==> src/rtl/sr_iter_pkg.sv <==
// -----------------------------------------------------------------------------
// sr_iter_pkg
//   Shared types and helpers for the iterative right shifter (sr_iter).
//   - state_t      : FSM states of the shifter
//   - shw_f        : shift-amount width for a given data width
//   - clamp_shamt  : limits a shift amount to w-1 for non-power-of-2 widths
// -----------------------------------------------------------------------------
package sr_iter_pkg;

  typedef enum logic [1:0] {
    IDLE  = 2'd0,
    SHIFT = 2'd1,
    DONE  = 2'd2
  } state_t;

  // Width of a shift amount able to address every bit of a w-bit word.
  function automatic int shw_f(input int w);
    if (w > 1) begin
      return $clog2(w);
    end else begin
      return 1;
    end
  endfunction

  // Amounts of w or more only exist when w is not a power of two; they are
  // limited to w-1 so the counter never runs past the word.
  function automatic logic [31:0] clamp_shamt(input logic [31:0] s, input int w);
    if (s >= 32'(w)) begin
      return 32'(w - 1);
    end else begin
      return s;
    end
  endfunction

endpackage

==> src/rtl/sr_iter_sr1.sv <==
// -----------------------------------------------------------------------------
// sr1
//   Combinational one-bit right shift cell.
//   Ports:
//     val_i  in  n  value to shift
//     fill_i in  1  bit entering at the MSB
//     val_o  out n  {fill_i, val_i[n-1:1]}
//     out_o  out 1  bit leaving at the LSB (val_i[0])
// -----------------------------------------------------------------------------
module sr1 #(
  parameter int n = 32
) (
  input  logic [n-1:0] val_i,
  input  logic         fill_i,
  output logic [n-1:0] val_o,
  output logic         out_o
);

  assign val_o = {fill_i, val_i[n-1:1]};
  assign out_o = val_i[0];

endmodule

==> src/rtl/sr_iter.sv <==
// -----------------------------------------------------------------------------
// sr_iter
//   Multi-cycle right shifter: shifts num right by shamt, one bit per clock,
//   with logical (zero) or arithmetic (sign) fill, and reports whether any
//   set bit was shifted out.
//   Ports:
//     clk      in   1    rising-edge clock
//     reset_n  in   1    synchronous active-low reset
//     start    in   1    request, accepted when not busy
//     num      in   n    operand, latched on accept
//     shamt    in   SHW  shift amount, latched on accept
//     arith    in   1    1 = sign fill, 0 = zero fill, latched on accept
//     busy     out  1    high while shifting
//     done     out  1    one-cycle pulse, result/lost valid
//     result   out  n    shifted value, held between operations
//     lost     out  1    OR of every bit shifted out of bit 0
// -----------------------------------------------------------------------------
module sr_iter
  import sr_iter_pkg::*;
#(
  parameter int n   = 32,
  parameter int SHW = shw_f(n)
) (
  input  logic           clk,
  input  logic           reset_n,
  input  logic           start,
  input  logic [n-1:0]   num,
  input  logic [SHW-1:0] shamt,
  input  logic           arith,
  output logic           busy,
  output logic           done,
  output logic [n-1:0]   result,
  output logic           lost
);

  localparam logic [SHW-1:0] CNT_ONE  = SHW'(1);
  localparam logic [SHW-1:0] CNT_ZERO = SHW'(0);

  state_t         state_q;
  logic [n-1:0]   data_q;
  logic [SHW-1:0] cnt_q;
  logic           fill_q;      // already resolved: sign bit when arith, else 0
  logic           lost_acc_q;  // accumulates during SHIFT; published in DONE
  logic           busy_q;
  logic           done_q;
  logic [n-1:0]   result_q;
  logic           lost_q;

  logic [n-1:0]   shift_d;
  logic           out_bit_d;
  logic [SHW-1:0] shamt_d;
  logic           accept_d;

  sr1 #(.n(n)) u_sr1 (
    .val_i  (data_q),
    .fill_i (fill_q),
    .val_o  (shift_d),
    .out_o  (out_bit_d)
  );

  assign shamt_d  = SHW'(clamp_shamt(32'(shamt), n));
  // DONE accepts a new request exactly like IDLE, giving back-to-back ops.
  assign accept_d = start && ((state_q == IDLE) || (state_q == DONE));

  // Control FSM, shift datapath and registered outputs.
  always_ff @(posedge clk) begin
    if (!reset_n) begin
      state_q    <= IDLE;
      data_q     <= '0;
      cnt_q      <= CNT_ZERO;
      fill_q     <= 1'b0;
      lost_acc_q <= 1'b0;
      busy_q     <= 1'b0;
      done_q     <= 1'b0;
      result_q   <= '0;
      lost_q     <= 1'b0;
    end else begin
      done_q <= 1'b0;
      // Publish the finished operation one edge after reaching DONE; this
      // gives the shamt+1 latency and keeps every output registered.
      if (state_q == DONE) begin
        done_q   <= 1'b1;
        result_q <= data_q;
        lost_q   <= lost_acc_q;
      end
      if (accept_d) begin
        data_q     <= num;
        cnt_q      <= shamt_d;
        fill_q     <= arith & num[n-1];
        lost_acc_q <= 1'b0;
        if (shamt_d == CNT_ZERO) begin
          state_q <= DONE;
          busy_q  <= 1'b0;
        end else begin
          state_q <= SHIFT;
          busy_q  <= 1'b1;
        end
      end else begin
        case (state_q)
          SHIFT: begin
            data_q     <= shift_d;
            lost_acc_q <= lost_acc_q | out_bit_d;
            cnt_q      <= cnt_q - CNT_ONE;
            if (cnt_q == CNT_ONE) begin
              state_q <= DONE;
              busy_q  <= 1'b0;
            end else begin
              state_q <= SHIFT;
            end
          end
          DONE: begin
            state_q <= IDLE;
          end
          IDLE: begin
            state_q <= IDLE;
          end
          default: begin
            state_q <= IDLE;
            busy_q  <= 1'b0;
          end
        endcase
      end
    end
  end

  assign busy   = busy_q;
  assign done   = done_q;
  assign result = result_q;
  assign lost   = lost_q;

endmodule

==> config.mk <==
export PLATFORM = sky130hd
export DESIGN_NAME = sr_iter
export DESIGN_NICKNAME = d
export VERILOG_FILES = /design/src/rtl/sr_iter_pkg.sv /design/src/rtl/sr_iter_sr1.sv /design/src/rtl/sr_iter.sv
export SDC_FILE = /design/constraint.sdc
export NUM_CORES = 1
export LEC_CHECK = 0
export ABC_AREA = 1
export BUFFER_PORTS_ARGS = -buffer_cell sky130_fd_sc_hd__buf_2
export CORE_MARGIN = 8
export CORE_UTILIZATION = 47
export DETAILED_ROUTE_END_ITERATION = 12
export PLACE_DENSITY = 0.83
export SYNTH_ARGS = -nofsm -noshare
export SYNTH_HDL_FRONTEND = slang
export SYNTH_SLANG_ARGS = --single-unit
==> constraint.sdc <==
create_clock -name clk -period 1.4 [get_ports clk]
set_clock_uncertainty 0.2 [all_clocks]
set_input_delay 0.28 -clock clk [delete_from_list [all_inputs] [get_ports clk]]
set_output_delay 0.28 -clock clk [all_outputs]
set_load 0.02 [all_outputs]
== Word-level counts from Yosys, hierarchy flattened ==
Index checks and enable logic that the tools add are counted.

* Flip-flop bits (word level): 76
* Input port bits: 41
* Output and inout port bits: 35
* Word-level logic and storage cells: 39

* Add/subtract/negate cells: 1
* Equal/unequal tests: 5
* Multiplexer cells: 13
* Bitwise gates (word level): 3
* Reductions and logical operators: 8

{| class="wikitable"
|+ Operator list
! operator !! count
|-
| 32-bit two-way mux || 2
|-
| 5-bit two-way mux || 2
|-
| 2-bit two-way mux || 4
|-
| 5-bit by 1-bit equality test with 1-bit output (second input constant) || 1
|-
| 5-bit logical NOT || 1
|-
| 5-bit by 1-bit subtractor with 5-bit output (second input constant) || 1
|-
| 1-bit two-way mux || 4
|-
| 2-bit OR reduction || 2
|-
| 3-bit inequality test (second input constant) || 1
|-
| 2-bit by 1-bit equality test with 1-bit output (second input constant) || 1
|-
| 2-bit equality test (second input constant) || 1
|-
| 2-bit logical NOT || 1
|-
| 2-bit by 1-bit inequality test with 1-bit output (second input constant) || 1
|-
| 1-bit one-hot mux with 2 select lines || 1
|-
| 2-bit AND reduction || 1
|-
| 2-bit nonzero test || 1
|-
| 1-bit bitwise AND || 1
|-
| 1-bit logical AND || 1
|-
| 1-bit logical OR || 1
|-
| 1-bit NOT || 1
|-
| 1-bit OR || 1
|}

== Logic depth before layout (Yosys ltp) ==
Gate-level depths: netlist of run 1.

* Depth after elaboration: 5
* Depth in mapped cells: 9
* Gate-level depth less buffers: 9

== By module ==
From an unflattened synthesis of run 1, not the netlist that was laid out.

* Cells, all modules: 424
* Area total of the unflattened synthesis: 3235.6 µm²

{| class="wikitable"
|+ By module, submodules not included
! module !! times used !! cells each !! area each (µm²) !! seq. area each (µm²)
|-
| sr_iter || 1 || 391 || 2987.9 || 1521.5
|-
| sr1 || 1 || 33 || 247.7 || 0.0
|}

== Least setup slack after synthesis of run 1 ==
OpenSTA, ideal clock, no wires.

* Path type: reg-to-reg
* From: reg cnt_q[0]
* To: reg cnt_q[1]
* Setup time: 74 ps
* Arrival time: 1089 ps
* Data required time: 1126 ps
* Slack: 37 ps
* Cell stages (with the launch flop): 5
* Path buffers: 0
* Clock period less this slack: 1363 ps
* Path through: dfxtp_1 inv_1 ha_1 or2_2 a31oi_1

* Word-level cells in the longest chain between the ends: 3

{| class="wikitable"
|+ Ends and longest elaborated chain
! what !! RTL line !! source
|-
| from (decl) || sr_iter.sv:41 || <nowiki>logic [SHW-1:0] cnt_q;</nowiki>
|-
| from (signal assigned) || sr_iter.sv:88 || <nowiki>cnt_q <= shamt_d;</nowiki>
|-
| from (signal assigned) || sr_iter.sv:103 || <nowiki>cnt_q <= cnt_q - CNT_ONE;</nowiki>
|-
| 5-bit by 1-bit subtractor with 5-bit output || sr_iter.sv:103 ||
|-
| 5-bit two-way mux || sr_iter.sv:99 || <nowiki>case (state_q)</nowiki>
|-
| 5-bit two-way mux || sr_iter.sv:86 || <nowiki>if (accept_d) begin</nowiki>
|}

No other way between the ends. The select of a mux whose other input is x is not followed.
A chain may end at the register's enable or synchronous reset.

== Worst setup path after layout of run 1 ==
* From: reg result_q[21] (netlist: result[21])
* To: out result[21]

{| class="wikitable"
|+ RTL lines
! what !! RTL line !! source
|-
| from (decl) || sr_iter.sv:46 || <nowiki>logic [n-1:0] result_q;</nowiki>
|-
| from (signal assigned) || sr_iter.sv:83 || <nowiki>result_q <= data_q;</nowiki>
|-
| to (decl) || sr_iter.sv:32 || <nowiki>output logic [n-1:0] result,</nowiki>
|}

No word-level cell between the ends.

==> results of run 1 <==
report_power, final:
group          switching [mW]  internal [mW]
Combinational           0.412          0.357
Sequential             0.0820           2.28
Clock                   0.805           1.06
Total                    1.30           3.70
cells by family (layout without fill, tap and decap cells):
kind of cell / after synthesis / after routing / synth area share, %
AO/OA/AOI/OAI: 81 / 81 / 15.1
AND/OR/NAND/NOR: 199 / 199 / 26.1
adder cells (fa/ha/maj): 2 / 2 / 0.843
flip-flops: 76 / 76 / 51.3
buffers and inverters: 42 / 149 / 6.66
sequential cells by signal (all words and copies together) (netlist names):
name        count
busy            1
state_q         2
data_q         32
lost            1
done            1
result         32
lost_acc_q      1
fill_q          1
cnt_q           5
worst min-delay path by stage:
stage / depth (start not counted) / end / from / slack (ps)
floorplan: 2 / lost / lost_acc_q / 230
global placement: 2 / lost / lost_acc_q / 240
detailed placement: 2 / busy / busy / 250
CTS: 3 / data_q[27] / num[27] / 3
global route: 3 / data_q[19] / num[19] / 8
finish: 3 / fill_q / num[31] / 10
final cells by class:
| type | count | area (um2) | area share, % |
|---|---|---|---|
| Sequential cell | 76 | 1530 | 37.8 |
| Multi-Input combinational cell | 282 | 1290 | 31.9 |
| Timing Repair Buffer | 114 | 818 | 20.2 |
| Clock buffer | 11 | 141 | 3.50 |
| Tap cell | 77 | 96.3 | 2.38 |
| Inverter | 19 | 88.8 | 2.20 |
| Clock inverter | 5 | 83.8 | 2.07 |
what timing repair did:
action                     4_1_cts  5_1_grt
pin swaps                        0        9
resized for setup                4       25
hold buffers                    18        0
setup endpoints to repair       17       21
cloned                           0        2
buffers inserted                 0        6
hold endpoints to repair        18        0
metal layers:
layer	GRT usage, %	wire, um
met5	0	10
met4	6.53	108
met3	5.43	685
met2	29.3	3870
met1	19.2	3250
cell usage in the layout, fill, tap and decap left out:
cell and n:
a31oi_1 33, inv_6 2, clkinvlp_4 2, dfxtp_4 1, clkbuf_8 10, buf_2 73
nor2_1 72, a21oi_2 2, and2_1 1, nand2_4 2, buf_8 1, buf_12 4
dlygate4sd3_1 18, dfxtp_2 2, buf_6 2, ha_4 2, dfxtp_1 73, nand2_1 113
inv_2 2, o22ai_1 1, a21oi_1 6, o21ai_1 2, clkinv_4 1, nand2_2 2
inv_1 12, clkbuf_1 1, o21ai_0 37, inv_4 3, or2_2 2, clkbuf_16 2
buf_4 14, bufinv_16 2, nand3_1 7
worst min-delay path: stages:
cell     delay (ps)
buf_2            90
nand2_1          70
o21ai_0          70
==> impl_results.md, run 1 <==
* Run status: complete, no violations
* Crit. End Element: primary output
* Number of sinks on the clock net at 76
* Share of synthesized area occupied by flip-flops and latches at 51.3%
* Cts bufs inserted at 9
* Worst slew slack as a fraction of its limit at 81.4%
* Combined buffer and inverter count along the critical path at 1
* Crit path largest cell delay at 350 ps
* Critical path arrival at 890 ps
* Most repeated cell in the gate-level netlist after synthesis: nand2_1
* Initial antenna violation count at 1
* GRT Util Overall at 17.0%
* Number of global-route vias before repair at 2738
* Leakage power figure at 1.73 nW
* Cells on worst reg2reg path at 7
* Power after layout at 4.99 mW
* Peak supply drop at 0.708 mV
* Number of vias in the routed layout at 2982
* Die Y-Extent at 95.5 um
* Mean routed wirelength per cell at 13.6 um
* Setup Crit Path Kind: register to primary output
* Clk buf depth at 2
* Drc violations at 0
* Pin count of the biggest net entering global routing at 41
* Worst-path cell chain: buf_2
* Pre-CTS WS at -80.2 ps
* Fraction of synthesized cell area taken by the top area cell type at 51.3%
* Share of flip-flops with an asynchronous set or reset at 0%
* Antenna cells at 0
* Critical register-to-register path startpoint: state_q[0]
* Capture point of the worst reg-to-reg path: data_q[14]
* Count of synthesis-stage warnings from yosys at 0
* Endpoint required time on the critical path at 920 ps
* Number of nets with antenna violations after detailed routing at 0
* Critical path depth at 1
* Area overhead of the layout relative to synthesis at 36.3%
* Insertion delay of the later-clocked pin in the worst-skew pair at 340 ps
* Maximum level of the CTS H-tree at 3
* Yosys reg bits at 76
* Clock tree from TritonCTS: done
* Number of rows in the core area at 29
* Minimum hold slack at 13.4 ps
* Netlist Area Pre-Place at 2970 um2
* Cell with the largest stage delay on the worst path: dfxtp_1
* Clock tree root buffer cell: clkbuf_8
* Via density at 5.11
* Number of distinct standard cells referenced by the synthesized netlist at 19
* Kind of cell adding the most delay to the critical path: flip-flops
* Total core area at 6240 um2
* Average cell area after synthesis at 7.42 um2
* Placer Congestion at 0.775
* Post-Route Setup TNS at 0 ps
* Post-synth top flop: dfxtp_1
* Final-report max-slew violation count at 0
* Port buffer count at 75
* Synth area leader: dfxtp_1
* Final hold viol count at 0
* FMAX at 733 MHz
* Final HPWL from detailed placement at 5140 um
* Main area contributors after synthesis: dfxtp_1 51%, nand2_1 14%, nor2_1 9.1%
* Time the worst path needs with I/O delays and setup at 1370 ps
* Fraction of layout cells with a size suffix above 1 at 25.8%
* Number of top-level pins at 76
* Pwr/cell area at 1230 nW/um2
* Leading cell types by count after synthesis: 114 x nand2_1, 76 x dfxtp_1, 72 x nor2_1
* Number of max-capacitance violations reported at 0
* Final Cell Area at 4050 um2
* Number of enable-type register cells in the synthesized netlist at 0
* Cells after synthesis at 400
* Util after Layout at 64.8%
* First-pass iteration count of the detailed router at 6
* CTS clk-pin slew, worst paths at 80 ps
* Number of DRC markers after the initial detailed-route iteration at 206
* Routed WL at 7920 um
* Type of origin of the critical path: register
* Final non-filler cell total at 584
* Worst Path Max Fanout at 2
* Post-Place Cell Area at 3460 um2
* Die outline area at 9110 um2
* Residual overflow from global routing at 0
* Unrepaired setup endpoints after global routing: yes
* Pin slew with the least headroom to its limit at 279 ps
* First-pass GRT wire length at 12300 um
* Nets at 545
* Worst Setup SP: result[21]
* Crit share post-route at 97.5%
* Count of final setup violators at 0
* Post-route worst setup slack at 35.0 ps
* Effective utilization at floorplan at 47.6%
* Die Width at 95.5 um
* Type of the most critical hold path: input port to register
* Worst setup path end: result[21]
* Filler Cell Count at 553
* Number of cells after detailed placement at 542
* Worst reg2reg setup slack at 30 ps
* Post-synth net total at 443
(Power assumes the default switching activity.)
==> run 2: changes to the inputs <==
- SETUP_SLACK_MARGIN: default -> 0.5
==> impl_results.md, run 2 (same netlist as run 1, synthesis figures left out) <==
* Number of max-capacitance violations reported at 0 (unchanged)
* Die Y-Extent at 95.5 um (unchanged)
* Port buffer count at 75 (unchanged)
* Peak supply drop at 1.02 mV (+44%)
* Util after Layout at 76.6% (+12 points)
* Cts bufs inserted at 9 (unchanged)
* Drc violations at 0 (unchanged)
* Unrepaired setup endpoints after global routing: yes
* Clk buf depth at 2 (unchanged)
* Worst Path Max Fanout at 8 (+6)
* Setup Crit Path Kind: register to register
* Count of final setup violators at 29 (+29)
* Capture point of the worst reg-to-reg path: result[29]
* Switching Fraction at 29.7% (+3.7 points)
* Switching pwr at 1.61 mW (+24%)
* Pin slew with the least headroom to its limit at 390 ps (+111 ps)
* Pin count of the biggest net entering global routing at 31 (-24%)
* First-pass iteration count of the detailed router at 5 (-1)
* Final hold viol count at 4 (+4)
* Crit. End Element: register
* Commonest cells after routing, fill and taps aside: 86 x nand2_1, 68 x nor2_1, 40 x buf_2
* Endpoint required time on the critical path at 1440 ps (+520 ps)
* Worst reg2reg setup slack at -140 ps (-170 ps)
* Insertion delay of the later-clocked pin in the worst-skew pair at 350 ps (about the same)
* CTS clk-pin slew, worst paths at 80 ps (about the same)
* Number of top-level pins at 76 (unchanged)
* Leakage power figure at 2.01 nW (+16%)
* Number of DRC markers after the initial detailed-route iteration at 398 (+93%)
* Type of origin of the critical path: register
* Crit path largest cell delay at 360 ps (about the same)
* Most common library cell in the layout ignoring fill and taps: nand2_1
* Final-report max-slew violation count at 0 (unchanged)
* Violated checks: hold timing, setup timing
* Clock network fraction of design power at 35.0% (-2.3 points)
* Residual overflow from global routing at 0 (unchanged)
* Cell with the largest stage delay on the worst path: dfxtp_2
* End of the worst hold path: fill_q
* Number of sinks on the clock net at 76 (unchanged)
* Pre-CTS WS at -96.5 ps (-16.2 ps)
* Kind of cell adding the most delay to the critical path: buffers and inverters
* Mean routed wirelength per cell at 21.6 um (+59%)
* Number of global-route vias before repair at 3566 (+30%)
* Clock tree root buffer cell: clkbuf_8
* Sequential fraction of design power at 44.6% (-2.7 points)
* Area overhead of the layout relative to synthesis at 61.2%
* Clock tree from TritonCTS: done
* Critical path arrival at 1580 ps (+690 ps)
* Antenna cells at 0 (unchanged)
* Placer Congestion at 0.812 (+4.8%)
* Final HPWL from detailed placement at 5460 um (+6.2%)
* Worst slew slack as a fraction of its limit at 74.0% (-7.4 points)
* GRT Util Overall at 24.5% (+7.5 points)
* Number of rows in the core area at 29 (unchanged)
* Fraction of layout cells with a size suffix above 1 at 47.6% (+22 points)
* Combinational fraction of design power at 20.5% (+5.1 points)
* Number of nets with antenna violations after detailed routing at 0 (unchanged)
* Critical register-to-register path startpoint: state_q[0]
* Die outline area at 9110 um2 (unchanged)
* Total core area at 6240 um2 (unchanged)
* Initial antenna violation count at 0 (-1)
* Via density at 6.16 (+21%)
* Power after layout at 5.42 mW (+8.5%)
* Final non-filler cell total at 587 (+0.51%)
* Combined buffer and inverter count along the critical path at 2 (+1)
* Routed WL at 12700 um (+60%)
* First-pass GRT wire length at 17100 um (+39%)
* Number of cells after detailed placement at 543 (+0.18%)
* Pwr/cell area at 1130 nW/um2 (-8.2%)
* Maximum level of the CTS H-tree at 3 (unchanged)
* Hold Path Depth at 3 (unchanged)
* Worst-path cell chain: inv_4, nand2_8, bufbuf_16, o21ai_0, nor2_1
* Effective utilization at floorplan at 47.6% (unchanged)
* Time the worst path needs with I/O delays and setup at 1540 ps (+171 ps)
* Crit share post-route at 110% (+12 points)
* FMAX at 651 MHz (-11%)
* Number of vias in the routed layout at 3615 (+21%)
* Internal power consumption at 3.81 mW (+3.1%)
* Minimum hold slack at -35.4 ps (-48.8 ps)
* Nets at 548 (+0.55%)
* Min-delay src: arith
* Cells on worst reg2reg path at 5 (-2)
* Type of the most critical hold path: input port to register
* Die Width at 95.5 um (unchanged)
* Post-route worst setup slack at -136 ps (-171 ps)
* Run status: finished, violations left
==> run 2: cell count changes in the layout (fill, tap and decap cells not counted), moves of 17 or more <==
cell | before | now
dfxtp_1 | 73 | 37
buf_6 | 2 | 37
dfxtp_2 | 2 | 37
buf_2 | 73 | 40
o21ai_0 | 37 | 5
nand2_1 | 113 | 86
o21ai_1 | 2 | 22
dlygate4sd3_1 | 18 | 0
nand2_2 | 2 | 19
==> run 2: worst max-delay path by stage <==
stage | startpoint | to | slack (ps) | cells after the start
finish | state_q[0] | result[29] | -140 | 5
global route | state_q[0] | result[29] | -170 | 5
CTS | state_q[0] | data_q[20] | 80 | 7
detailed placement | state_q[0] | result[15] | -100 | 5
global placement | state_q[0] | lost | -8 | 5
floorplan | cnt_q[1] | busy | 200 | 9
==> run 2: final cells by class <==
class / instances / area [um2]
tap: 77 / 96.3
sequential: 76 / 1580
inverter: 19 / 126
clock buffer: 14 / 183
multi-input combinational: 282 / 1590
clock inverter: 2 / 38.8
fill: 353 / 1460
timing repair buffer: 114 / 1150
timing repair inverter: 3 / 31.3
==> run 2: metrics by stage <==
stage / area (um2) / TNS, ps
final: 4780 / -1010
after detailed placement: 3580 / -298
after global placement: 3580 / -11.4
after floorplan: 3050 / 0
after CTS: 4520 / 0
after global routing: 4780 / -2020
==> run 2: layer usage <==
| metal | up-vias | global-route usage (%) | part of all wire (%) |
|---|---|---|---|
| li1 | 1523 | - | - |
| met4 | 0 | 20.1 | 7.1 |
| met5 | - | 0 | 0 |
| met1 | 1652 | 25.6 | 34 |
| met3 | 101 | 7.17 | 12 |
| met2 | 339 | 40.4 | 47 |
==> run 2: power groups by stage <==
stage                     logic [mW]  registers, mW  clock network, mW
after floorplan                0.423           2.42                  0
after global placement         0.668           2.40                  0
after detailed placement       0.691           2.41                  0
after CTS                      0.909           2.38               1.82
after global routing            1.16           2.42               1.97
final                           1.11           2.41               1.89
==> run 2: timing repair <==
action                                 4_1_cts  5_1_grt
setup endpoints to repair                  111      111
gates resized for setup                    164       76
setup buffers                               17        3
endpoints found under the hold margin        6        1
pin swaps                                   10       12
cloned                                       7        1
==> run 2: worst min-delay path: stages <==
cell     delay [ps]
buf_2            90
nand2_1          50
o21ai_1          60
==> run 3: changes to the inputs <==
- ABC_AREA: 1 -> default
- CORE_MARGIN: 8 -> 1
==> impl_results.md, run 3 <==
* Post-synth net total at 393 (-11%)
* First-pass iteration count of the detailed router at 5 (unchanged)
* Commonest cells after routing, fill and taps aside: 51 x buf_6, 40 x buf_2, 37 x dfxtp_1
* Share of synthesized area occupied by flip-flops and latches at 51.4% (+0.17 points)
* Switching Fraction at 29.2% (-0.42 points)
* Fraction of synthesized cell area taken by the top area cell type at 51.4% (+0.17 points)
* Combinational fraction of design power at 22.2% (+1.7 points)
* Nets at 522 (-4.7%)
* Clock tree root buffer cell: clkbuf_8
* Routed WL at 12500 um (-1.5%)
* Crit path largest cell delay at 380 ps (+20 ps)
* Cells on worst reg2reg path at 6 (+1)
* Port buffer count at 75 (unchanged)
* Drc violations at 0 (unchanged)
* Post-Place Cell Area at 3710 um2 (+3.7%)
* Effective utilization at floorplan at 49.4% (+1.8 points)
* Final hold viol count at 0 (-4)
* Main area contributors after synthesis: dfxtp_1 51%, a21oi_1 12%, nand2_1 8.6%
* Fraction of layout cells with a size suffix above 1 at 67.2% (+20 points)
* Endpoint required time on the critical path at 1430 ps (about the same)
* Number of enable-type register cells in the synthesized netlist at 0 (unchanged)
* Number of nets with antenna violations after detailed routing at 0 (unchanged)
* Hold Path Depth at 3 (unchanged)
* Worst reg2reg setup slack at -270 ps (-130 ps)
* Final non-filler cell total at 557 (-5.1%)
* Pin slew with the least headroom to its limit at 403 ps (+13.4 ps)
* Average cell area after synthesis at 8.45 um2 (+14%)
* Type of origin of the critical path: register
* Internal power consumption at 3.54 mW (-7.1%)
* Die outline area at 6610 um2 (-27%)
* Leading cell types by count after synthesis: 76 x dfxtp_1, 72 x a21oi_1, 68 x nand2_1
* Initial antenna violation count at 0 (unchanged)
* Total core area at 5990 um2 (-4.0%)
* Clock tree from TritonCTS: done
* Type of the most critical hold path: input port to register
* Min-delay src: arith
* First-pass GRT wire length at 15100 um (-12%)
* Critical register-to-register path startpoint: state_q[0]
* Insertion delay of the later-clocked pin in the worst-skew pair at 360 ps (about the same)
* Placer Congestion at 0.806 (-0.71%)
* Cells after synthesis at 350 (-13%)
* GRT Util Overall at 31.2% (+6.7 points)
* Number of global-route vias before repair at 3094 (-13%)
* Number of cells after detailed placement at 492 (-9.4%)
* Capture point of the worst reg-to-reg path: data_q[22]
* Number of DRC markers after the initial detailed-route iteration at 229 (-42%)
* Final-report max-slew violation count at 0 (unchanged)
* Post-synth top flop: dfxtp_1
* Sequential fraction of design power at 47.1% (+2.5 points)
* Violated checks: setup timing
* Switching pwr at 1.46 mW (-8.9%)
* Maximum level of the CTS H-tree at 3 (unchanged)
* Number of distinct standard cells referenced by the synthesized netlist at 27 (+8)
* Synth area leader: dfxtp_1
* Post-route worst setup slack at -268 ps (-132 ps)
* Time the worst path needs with I/O delays and setup at 1670 ps (+132 ps)
* Pwr/cell area at 930 nW/um2 (-18%)
* Count of final setup violators at 49 (+69%)
* Crit share post-route at 119% (+9.4 points)
* FMAX at 600 MHz (-7.9%)
* Final Cell Area at 5380 um2 (+13%)
* Run status: finished, violations left
* Number of top-level pins at 76 (unchanged)
* Cell with the largest stage delay on the worst path: dfxtp_4
* Area overhead of the layout relative to synthesis at 82.0%
* Yosys reg bits at 76 (unchanged)
* Number of max-capacitance violations reported at 0 (unchanged)
* Die Width at 81.3 um (-15%)
* Setup Crit Path Kind: register to register
* Clock network fraction of design power at 30.7% (-4.3 points)
* Critical path arrival at 1700 ps (+120 ps)
* Die Y-Extent at 81.3 um (-15%)
* CTS clk-pin slew, worst paths at 80 ps (about the same)
* Number of sinks on the clock net at 76 (unchanged)
* Leakage power figure at 2.02 nW (+0.42%)
* Number of vias in the routed layout at 3516 (-2.7%)
* Worst slew slack as a fraction of its limit at 73.0% (-0.95 points)
* Mean routed wirelength per cell at 22.4 um (+3.8%)
* Worst Path Max Fanout at 6 (-2)
* Via density at 6.31 (+2.5%)
* Cts bufs inserted at 9 (unchanged)
* Worst-path cell chain: buf_6, nor2b_4, buf_12, clkbuf_16, a22oi_2, a21oi_1
* Peak supply drop at 0.696 mV (-32%)
* Netlist Area Pre-Place at 2960 um2 (-0.34%)
* Clk buf depth at 2 (unchanged)
* Final HPWL from detailed placement at 4860 um (-11%)
* Share of flip-flops with an asynchronous set or reset at 0% (unchanged)
* Crit. End Element: register
* Unrepaired setup endpoints after global routing: yes
* Most common library cell in the layout ignoring fill and taps: buf_6
* Most repeated cell in the gate-level netlist after synthesis: dfxtp_1
* Antenna cells at 0 (unchanged)
* Count of synthesis-stage warnings from yosys at 0 (unchanged)
* Pin count of the biggest net entering global routing at 46 (+48%)
* Residual overflow from global routing at 0 (unchanged)
* End of the worst hold path: fill_q
* Number of rows in the core area at 28 (-3.4%)
==> run 3: cell type report <==
type,count,area (um2)
Timing Repair Buffer,150,1610
Tap cell,75,93.8
Clock inverter,2,10.0
Inverter,3,11.3
Fill cell,252,608
Clock buffer,12,156
Multi-Input combinational cell,239,1910
Sequential cell,76,1600
==> run 3: per-layer routing <==
layer	vias up	wire length [um]	GRT usage [%]
li1	1500	-	-
met1	1727	4570	34.1
met2	222	6320	53.0
met3	67	900	7.53
met4	0	674	21.1
met5	-	0	0
==> run 3: worst max-delay path: cells and delay by family (launching register included) <==
| kind | cells | cell delay [ps] |
|---|---|---|
| buf+inv | 3 | 430 |
| compound gates | 2 | 400 |
| flops | 1 | 380 |
| simple gates | 1 | 130 |
==> run 3: worst max-delay path by stage <==
| stage | start | slack [ps] | endpoint |
|---|---|---|---|
| 2_1_floorplan | cnt_q[1] | -70 | busy |
| 3_3_place_gp | shamt[1] | -150 | state_q[1] |
| 3_5_place_dp | shamt[1] | -160 | state_q[1] |
| 4_1_cts | cnt_q[1] | -130 | busy |
| 5_1_grt | state_q[0] | -270 | data_q[22] |
| 6_report | state_q[0] | -270 | data_q[22] |
==> run 3: stage by stage <==
step | hold WS [ps] | TNS (ps) | power, mW | setup WS [ps] | utilization [%]
6_report | 0.388 | -4820 | 5.01 | -268 | 89.8
5_1_grt | -8.86 | -6510 | 5.13 | -274 | 89.8
4_1_cts | -14.3 | -2050 | 4.76 | -126 | 81.6
3_5_place_dp | 244 | -2040 | 3.07 | -157 | 62.0
3_3_place_gp | 239 | -936 | 3.04 | -149 | 62.0
2_1_floorplan | 218 | -161 | 2.85 | -74.8 | -
==> run 3: power groups by stage <==
stage          combinational, mW  clock, mW  sequential (mW)
4_1_cts                    0.896       1.51             2.36
3_5_place_dp               0.667          0             2.40
5_1_grt                     1.15       1.62             2.37
2_1_floorplan              0.454          0             2.39
3_3_place_gp               0.645          0             2.40
6_report                    1.11       1.54             2.36
==> run 3: kinds of logic after synthesis <==
family          share of synthesized area, %
fa+ha+maj                              0.846
simple gates                            18.9
compound gates                          22.9
flops                                   51.4
buf+inv                                 5.88
==> run 3: what timing repair did <==
item	CTS	global route
hold endpoints to repair	1	1
gates cloned	9	5
buffers inserted	12	25
pin swaps	73	34
setup endpoints to repair	111	111
resized for setup	214	46
